## src/rtl/ttc_trigger_receiver_mc_if.sv

```systemverilog
// Handshake bundle between the trigger receiver, the acquisition controller and the TTC trigger FIFO.
interface ttc_trigger_receiver_mc_if;
  logic         acq_trigger;
  logic [4:0]   acq_trig_type;
  logic [23:0]  acq_trig_num;
  logic         acq_ready;
  logic         fifo_valid;
  logic         fifo_ready;
  logic [127:0] fifo_data;

  modport master (
    output acq_trigger, acq_trig_type, acq_trig_num, fifo_valid, fifo_data,
    input  acq_ready, fifo_ready
  );

  modport slave (
    input  acq_trigger, acq_trig_type, acq_trig_num, fifo_valid, fifo_data,
    output acq_ready, fifo_ready
  );
endinterface

```

## src/rtl/ttc_trigger_receiver_mc.sv

```systemverilog
// Multi-channel TTC trigger receiver: gates L1A triggers on type, mode and DDR3 occupancy,
// forwards accepted ones to acquisition and writes one 128-bit record per trigger.
module ttc_trigger_receiver_mc #(
  parameter int         NCHAN      = 5,
  parameter int         BURST_W    = 23,
  parameter logic [4:0] ASYNC_TYPE = 5'd7
) (
  input  logic                       clk,
  input  logic                       reset,
  input  logic                       reset_trig_num,
  input  logic                       reset_trig_timestamp,
  input  logic                       trigger,
  input  logic [4:0]                 trig_type,
  input  logic [31:0]                trig_settings,
  input  logic                       async_mode,
  input  logic                       busy_mode,
  input  logic [NCHAN-1:0]           chan_en,
  input  logic [NCHAN*BURST_W-1:0]   acq_size,
  input  logic [BURST_W-1:0]         thres_ddr3_overflow,
  input  logic                       readout_done,
  input  logic [BURST_W-1:0]         readout_size,
  ttc_trigger_receiver_mc_if.master  bus,
  output logic [3:0]                 state,
  output logic [23:0]                trig_num,
  output logic [43:0]                trig_timestamp,
  output logic [31:0]                ddr3_overflow_count,
  output logic [31:0]                busy_drop_count,
  output logic [NCHAN-1:0]           ddr3_overflow_warning,
  output logic                       error_underflow,
  output logic                       error_trig_rate
);

  typedef enum logic [3:0] {
    S_IDLE  = 4'b0001,
    S_SEND  = 4'b0010,
    S_STORE = 4'b0100,
    S_ERROR = 4'b1000
  } state_t;

  localparam logic [BURST_W:0] CAPACITY = {1'b1, {BURST_W{1'b0}}};

  state_t        state_reg;
  logic [43:0]   ts_reg, trig_ts_reg;
  logic [23:0]   trig_num_reg, acq_num_reg, event_reg;
  logic [4:0]    acq_type_reg;
  logic          empty_reg, fifo_valid_reg, underflow_reg;
  logic [127:0]  fifo_data_reg;
  logic [31:0]   ovf_cnt_reg, drop_cnt_reg;

  logic [NCHAN-1:0] chan_full, chan_under;
  logic ddr3_full, type_ok_in, type_ok_lat, acq_fire;
  logic send_drop, busy_trig, ovf_inc;
  logic [1:0] drop_inc;

  function automatic logic [31:0] sat_add(input logic [31:0] a, input logic [1:0] inc);
    logic [32:0] s;
    s = {1'b0, a} + {31'd0, inc};
    return s[32] ? '1 : s[31:0];
  endfunction

  assign ddr3_full   = |chan_full;
  assign type_ok_in  = async_mode ? (trig_type == ASYNC_TYPE) : trig_settings[trig_type];
  assign type_ok_lat = async_mode ? (acq_type_reg == ASYNC_TYPE) : trig_settings[acq_type_reg];
  // Fullness is re-evaluated in SEND so a readout landing between IDLE and SEND is honoured.
  assign acq_fire  = (state_reg == S_SEND) && bus.acq_ready && type_ok_lat && !(!async_mode && ddr3_full);
  assign send_drop = (state_reg == S_SEND) && !bus.acq_ready && busy_mode;
  assign busy_trig = ((state_reg == S_SEND) || (state_reg == S_STORE)) && trigger && busy_mode;
  assign ovf_inc   = (state_reg == S_SEND) && bus.acq_ready && type_ok_lat && !async_mode && ddr3_full;
  assign drop_inc  = {1'b0, send_drop} + {1'b0, busy_trig};

  for (genvar gi = 0; gi < NCHAN; gi++) begin : g_chan
    logic [BURST_W:0]   stored_reg;
    logic [BURST_W:0]   size_ext, diff;
    logic [BURST_W+1:0] plus, minus;

    assign size_ext = {1'b0, acq_size[gi*BURST_W +: BURST_W]};
    assign plus     = {1'b0, stored_reg} + ((acq_fire && chan_en[gi]) ? {1'b0, size_ext} : '0);
    assign minus    = (readout_done && chan_en[gi]) ? {2'b00, readout_size} : '0;
    assign diff     = plus[BURST_W:0] - minus[BURST_W:0];
    assign chan_under[gi] = plus < minus;
    assign chan_full[gi]  = chan_en[gi] && ((CAPACITY - stored_reg) < size_ext);
    assign ddr3_overflow_warning[gi] = stored_reg > {1'b0, thres_ddr3_overflow};

    always_ff @(posedge clk) begin
      if (reset || async_mode || chan_under[gi]) stored_reg <= '0;
      else                                       stored_reg <= diff;
    end
  end

  always_ff @(posedge clk) begin
    if (reset) begin
      state_reg      <= S_IDLE;
      ts_reg         <= '0;
      trig_ts_reg    <= '0;
      trig_num_reg   <= 24'd1;
      acq_num_reg    <= 24'd1;
      event_reg      <= 24'd1;
      acq_type_reg   <= '0;
      empty_reg      <= 1'b0;
      fifo_valid_reg <= 1'b0;
      fifo_data_reg  <= '0;
      ovf_cnt_reg    <= '0;
      drop_cnt_reg   <= '0;
      underflow_reg  <= 1'b0;
    end else begin
      ts_reg       <= ts_reg + 44'd1;
      drop_cnt_reg <= sat_add(drop_cnt_reg, drop_inc);
      ovf_cnt_reg  <= sat_add(ovf_cnt_reg, {1'b0, ovf_inc});
      if (!async_mode && |chan_under) underflow_reg <= 1'b1;
      if (busy_trig) trig_num_reg <= trig_num_reg + 24'd1;

      case (state_reg)
        S_IDLE: begin
          if (trigger) begin
            acq_num_reg  <= trig_num_reg;
            trig_num_reg <= trig_num_reg + 24'd1;
            acq_type_reg <= trig_type;
            trig_ts_reg  <= ts_reg;
            empty_reg    <= !type_ok_in || (!async_mode && ddr3_full);
            state_reg    <= S_SEND;
          end
        end
        S_SEND: begin
          fifo_data_reg <= {30'd0, !acq_fire, acq_type_reg, event_reg, acq_num_reg, trig_ts_reg};
          empty_reg     <= !acq_fire;
          if (acq_fire) event_reg <= event_reg + 24'd1;
          if ((!bus.acq_ready || trigger) && !busy_mode) begin
            state_reg <= S_ERROR;
          end else begin
            state_reg      <= S_STORE;
            fifo_valid_reg <= 1'b1;
          end
        end
        S_STORE: begin
          if (trigger && !busy_mode) begin
            state_reg      <= S_ERROR;
            fifo_valid_reg <= 1'b0;
          end else if (fifo_valid_reg && bus.fifo_ready) begin
            state_reg      <= S_IDLE;
            fifo_valid_reg <= 1'b0;
            empty_reg      <= 1'b0;
          end
        end
        default: fifo_valid_reg <= 1'b0;
      endcase

      // Chan-B resets win over whatever the FSM did to the same registers this cycle.
      if (reset_trig_num) begin
        trig_num_reg <= 24'd1;
        acq_num_reg  <= 24'd1;
        event_reg    <= 24'd1;
      end
      if (reset_trig_timestamp) begin
        ts_reg      <= '0;
        trig_ts_reg <= '0;
      end
    end
  end

  assign bus.acq_trigger   = acq_fire;
  assign bus.acq_trig_type = acq_type_reg;
  assign bus.acq_trig_num  = acq_num_reg;
  assign bus.fifo_valid    = fifo_valid_reg;
  assign bus.fifo_data     = fifo_data_reg;
  assign state               = state_reg;
  assign trig_num            = trig_num_reg;
  assign trig_timestamp      = trig_ts_reg;
  assign ddr3_overflow_count = ovf_cnt_reg;
  assign busy_drop_count     = drop_cnt_reg;
  assign error_underflow     = underflow_reg;
  assign error_trig_rate     = (state_reg == S_ERROR);

endmodule
```

## src/flat_wrapper.sv

```systemverilog
// flat-port wrapper written by rule: the top's interface ports become plain ports
module ttc_trigger_receiver_mc_flat 
#(
  parameter int         NCHAN      = 5,
  parameter int         BURST_W    = 23,
  parameter logic [4:0] ASYNC_TYPE = 5'd7
)
  (clk, reset, reset_trig_num, reset_trig_timestamp, trigger, trig_type, trig_settings, async_mode, busy_mode, chan_en, acq_size, thres_ddr3_overflow, readout_done, readout_size, state, trig_num, trig_timestamp, ddr3_overflow_count, busy_drop_count, ddr3_overflow_warning, error_underflow, error_trig_rate, bus_acq_trigger, bus_acq_trig_type, bus_acq_trig_num, bus_fifo_valid, bus_fifo_data, bus_acq_ready, bus_fifo_ready);
  ttc_trigger_receiver_mc_if bus_i ();
  input  logic clk;
  input  logic reset;
  input  logic reset_trig_num;
  input  logic reset_trig_timestamp;
  input  logic trigger;
  input  logic [4:0] trig_type;
  input  logic [31:0] trig_settings;
  input  logic async_mode;
  input  logic busy_mode;
  input  logic [NCHAN-1:0] chan_en;
  input  logic [NCHAN*BURST_W-1:0] acq_size;
  input  logic [BURST_W-1:0] thres_ddr3_overflow;
  input  logic readout_done;
  input  logic [BURST_W-1:0] readout_size;
  output logic [3:0] state;
  output logic [23:0] trig_num;
  output logic [43:0] trig_timestamp;
  output logic [31:0] ddr3_overflow_count;
  output logic [31:0] busy_drop_count;
  output logic [NCHAN-1:0] ddr3_overflow_warning;
  output logic error_underflow;
  output logic error_trig_rate;
  output wire logic [$bits(bus_i.acq_trigger)-1:0] bus_acq_trigger;
  output wire logic [$bits(bus_i.acq_trig_type)-1:0] bus_acq_trig_type;
  output wire logic [$bits(bus_i.acq_trig_num)-1:0] bus_acq_trig_num;
  output wire logic [$bits(bus_i.fifo_valid)-1:0] bus_fifo_valid;
  output wire logic [$bits(bus_i.fifo_data)-1:0] bus_fifo_data;
  input wire logic [$bits(bus_i.acq_ready)-1:0] bus_acq_ready;
  input wire logic [$bits(bus_i.fifo_ready)-1:0] bus_fifo_ready;
  assign bus_acq_trigger = bus_i.acq_trigger;
  assign bus_acq_trig_type = bus_i.acq_trig_type;
  assign bus_acq_trig_num = bus_i.acq_trig_num;
  assign bus_fifo_valid = bus_i.fifo_valid;
  assign bus_fifo_data = bus_i.fifo_data;
  assign bus_i.acq_ready = bus_acq_ready;
  assign bus_i.fifo_ready = bus_fifo_ready;
  ttc_trigger_receiver_mc #(.NCHAN(NCHAN), .BURST_W(BURST_W), .ASYNC_TYPE(ASYNC_TYPE)) u_core (.clk(clk), .reset(reset), .reset_trig_num(reset_trig_num), .reset_trig_timestamp(reset_trig_timestamp), .trigger(trigger), .trig_type(trig_type), .trig_settings(trig_settings), .async_mode(async_mode), .busy_mode(busy_mode), .chan_en(chan_en), .acq_size(acq_size), .thres_ddr3_overflow(thres_ddr3_overflow), .readout_done(readout_done), .readout_size(readout_size), .bus(bus_i), .state(state), .trig_num(trig_num), .trig_timestamp(trig_timestamp), .ddr3_overflow_count(ddr3_overflow_count), .busy_drop_count(busy_drop_count), .ddr3_overflow_warning(ddr3_overflow_warning), .error_underflow(error_underflow), .error_trig_rate(error_trig_rate));
endmodule
```

## config.mk

```make
export PLATFORM = sky130hd
export DESIGN_NAME = ttc_trigger_receiver_mc_flat
export DESIGN_NICKNAME = d
export VERILOG_FILES = /design/src/rtl/ttc_trigger_receiver_mc_if.sv /design/src/rtl/ttc_trigger_receiver_mc.sv /design/src/flat_wrapper.sv
export SDC_FILE = /design/constraint.sdc
export NUM_CORES = 2
export LEC_CHECK = 0
export ABC_AREA = 1
export BUFFER_PORTS_ARGS = -buffer_cell sky130_fd_sc_hd__buf_4
export CAP_MARGIN = 10
export CORE_ASPECT_RATIO = 0.8
export CORE_MARGIN = 3
export CORE_UTILIZATION = 50
export DETAILED_ROUTE_END_ITERATION = 8
export HOLD_SLACK_MARGIN = 0.03
export PLACE_DENSITY_LB_ADDON = 0.3
export SYNTH_ARGS = -nofsm -noshare
export SYNTH_HDL_FRONTEND = slang
export SYNTH_SLANG_ARGS = --single-unit
```

## constraint.sdc

```tcl
create_clock -name clk -period 7.3 [get_ports clk]
set_input_delay 0.73 -clock clk [delete_from_list [all_inputs] [get_ports clk]]
set_output_delay 0.73 -clock clk [all_outputs]
set_load 0.05 [all_outputs]
```

==> run metrics <==
final clock skew=between 0.03 and 0.04 ns; Peak Freq=0.139 GHz; crit path max-delay cell type=fa_2; max-cap viol count=0; fin crit share=0.988; Least-Margin Pin Slew=0.914 ns; initial antenna violation count=11; count leader, synth=nand2_1; synth unique cells=between 60 and 70; CTS max path bufs=3; Arr. time, crit path=around 7.7 ns; CP peak stage delay=about 0.40 ns; pin count of the biggest net entering global routing=80; CTS sink count=453; H-tree depth=2; Placer Congestion=a little under 1; wire length per cell=18.5 um; Root Buffer=clkbuf_16; number of synthesized flops with an enable pin=0; # rows=~90; Clock transition at path regs=0.06 ns; PD cells=464 mW/mm2; Post-DP Area=0.0447 mm2; Mapped Cells=around 5500; largest cells by area after synthesis=dfxtp_1 24%, ha_1 16%, nand2_1 9.3%; sequential-to-total area share from yosys stat=0.245; max FFs per register=120; Reg2Reg Setup Slack=0.09 ns; launch point of the worst reg-to-reg path=u_core.g_chan[0].stored_reg[1]$_SDFF_PP0_; CP max FO=5; synth-to-layout area growth=33.9%; Peak VDD IR=approximately 0.46 mV; Syn Area/Cell=around 6.8 um2; drt pass-1 iters=6; WP data required=7.79 ns; Skew-Pair Late Insertion Delay=0.63 ns; post-synth top area share=0.245; DRC=0; Final TNS setup=0 ns; Leak=between 20 and 30 nW; Post-CTS Hold Fix Bufs=0; # setup viols final=0; # IOs=~520; Placed Cells=7285; final setup margin=a little under 0.09 ns; post-route insts no fill=~7500; Slew HR=0.390; final core utilization=0.682; Die Ht=about 250 um; fin area=between 0.04 and 0.05 mm2; Worst Setup Start Kind=flip-flop; Synth Flop Type=dfxtp_1; CTS tree=yes; warnings from Yosys=0; routed wire length=approximately 140 mm; DRT antenna net count=0; initial drt markers=between 3000 and 4000; CTS buffer count=a little under 50; global route total overflow=0; R2R cell count=55; Final nets=slightly above 7000; post-route minimum period=about 7 ns; CORE AREA=slightly above 0.07 mm2; post-detail-place hpwl=approximately 110 mm; first-pass GRT wire length=~200 mm; Worst R2R End=u_core.g_chan[4].stored_reg[4]$_SDFF_PP0_; via count=a little over 40000; HP Start=trig_type[4]; Final Hold Fails=0; #FFs+latches synth=between 400 and 500; Initial Util=0.510; Crit Path Class=reg2reg; Buffers on Ports=between 400 and 500; gr usage total=0.328; Slew Limit Fails=0; layout cells sized above 1=0.245; pre-CTS WS=-0.551 ns; most frequent CP cell=nand2_2; number of global-route vias before repair=36500; most instantiated cells after synthesis=917 x nand2_1, 738 x inv_1, 703 x nor2_1; Hold Crit Endpoint=u_core.bus.acq_trig_type[4]$_SDFFE_PP0P_; Die X=310 um; Die ar.=0.0775 mm2; cell area after synthesis=about 0.037 mm2; worst hold path type=in2reg; asr flop ratio synth=0; RSZ-0062 raised after global routing=yes; area leader, netlist=dfxtp_1; type of destination of the critical path=flip-flop; vias per cell=around 5.5; status=complete, no violations; worst hold stages=3
==> power breakdown <==
part           switching [mW]  internal (mW)  total, mW
clock                    1.13           1.63       2.76
combinational            9.84           7.29       17.1
sequential              0.417           2.76       3.17
total                    11.4           11.7       23.1
==> how the worst max path moves through the flow <==
stage / startpoint / end / cells past startpoint
finish: u_core.g_chan[0].stored_reg[1]$_SDFF_PP0_ / u_core.g_chan[4].stored_reg[4]$_SDFF_PP0_ / 55
floorplan: u_core.g_chan[0].stored_reg[0]$_SDFF_PP0_ / u_core.g_chan[1].stored_reg[12]$_SDFF_PP0_ / 51
global route: u_core.g_chan[0].stored_reg[1]$_SDFF_PP0_ / u_core.g_chan[1].stored_reg[22]$_SDFF_PP0_ / 51
global placement: u_core.g_chan[0].stored_reg[0]$_SDFF_PP0_ / u_core.g_chan[1].stored_reg[22]$_SDFF_PP0_ / 53
CTS: u_core.g_chan[0].stored_reg[0]$_SDFF_PP0_ / u_core.g_chan[4].stored_reg[2]$_SDFF_PP0_ / 57
detailed placement: u_core.g_chan[0].stored_reg[0]$_SDFF_PP0_ / u_core.g_chan[1].stored_reg[22]$_SDFF_PP0_ / 53
==> worst max-delay path, delay by kind of cell (launching register included) <==
family,cells,cell delay (ns)
AOI/OAI and AO/OA,10,1.41
and+or+nand+nor,25,2.42
buffers and inverters,14,1.50
DFF,1,0.33
xor gates and xnor gates,1,0.14
adders and majority gates,5,1.25
==> layout by cell type (no fill, tap or decap), types with 13 or more instances in the layout <==
master	count
clkbuf_16	58
a21oi_2	87
dfxtp_1	452
buf_6	26
nor2_2	69
nor4_1	36
xnor2_1	98
nand3_1	205
o21ai_2	23
a21oi_1	465
a21o_1	18
o211ai_1	30
nand4_1	72
o21bai_1	13
inv_2	18
nor2_4	25
buf_4	969
nand2_2	51
o21a_1	26
nand2_1	858
conb_1	30
clkbuf_8	13
ha_1	434
ha_4	30
a211oi_1	21
nor3_1	99
nor2_1	651
o221ai_1	17
o21ai_1	44
inv_1	721
nand3_2	25
xor2_1	194
or2_2	36
a31oi_1	25
o21ai_0	317
==> stage by stage <==
stage,power [mW],hold WS [ns]
after detailed placement,17.8,0.449
after global routing,25.1,0.390
final,23.1,0.399
after floorplan,13.0,0.430
after global placement,17.5,0.445
after CTS,20.7,0.366
==> metal layers <==
metal  vias to the layer above  share of wire  track usage
met2                      1615           0.44        0.497
met4                         0          0.036        0.105
li1                      20100              -            -
met1                     19100           0.44        0.473
met5                         -              0            0
met3                       259          0.087       0.0544
==> final cells by class <==
cell class / count / area (um2)
clock buffer: 66 / 1420
sequential: 453 / 9070
fill: 6256 / 23100
antenna: 12 / 30.0
tap: 990 / 1240
inverter: 745 / 2820
multi-input combinational: 4167 / 26700
clock inverter: 24 / 364
timing repair buffer: 1017 / 8030
==> logic make-up (layout without fill, tap and decap cells) <==
group                    after synthesis  in the layout  share of synthesized area
AO/OA/AOI/OAI                       1151           1151                      0.170
XOR/XNOR                             307            307                     0.0725
adder cells (fa/ha/maj)              477            477                      0.163
buffers and inverters                889           1852                     0.0963
flip-flops                           453            453                      0.245
other                                  1             42                   0.000101
AND/OR/NAND/NOR                     2201           2202                      0.254
==> timing repair <==
action                                  CTS  global route
setup buffers                             0            76
endpoints found under the setup margin  121           121
gates resized for setup                  24           536
gates cloned                              0            14
pin swaps                                 3           199
(Power assumes the default switching activity.)
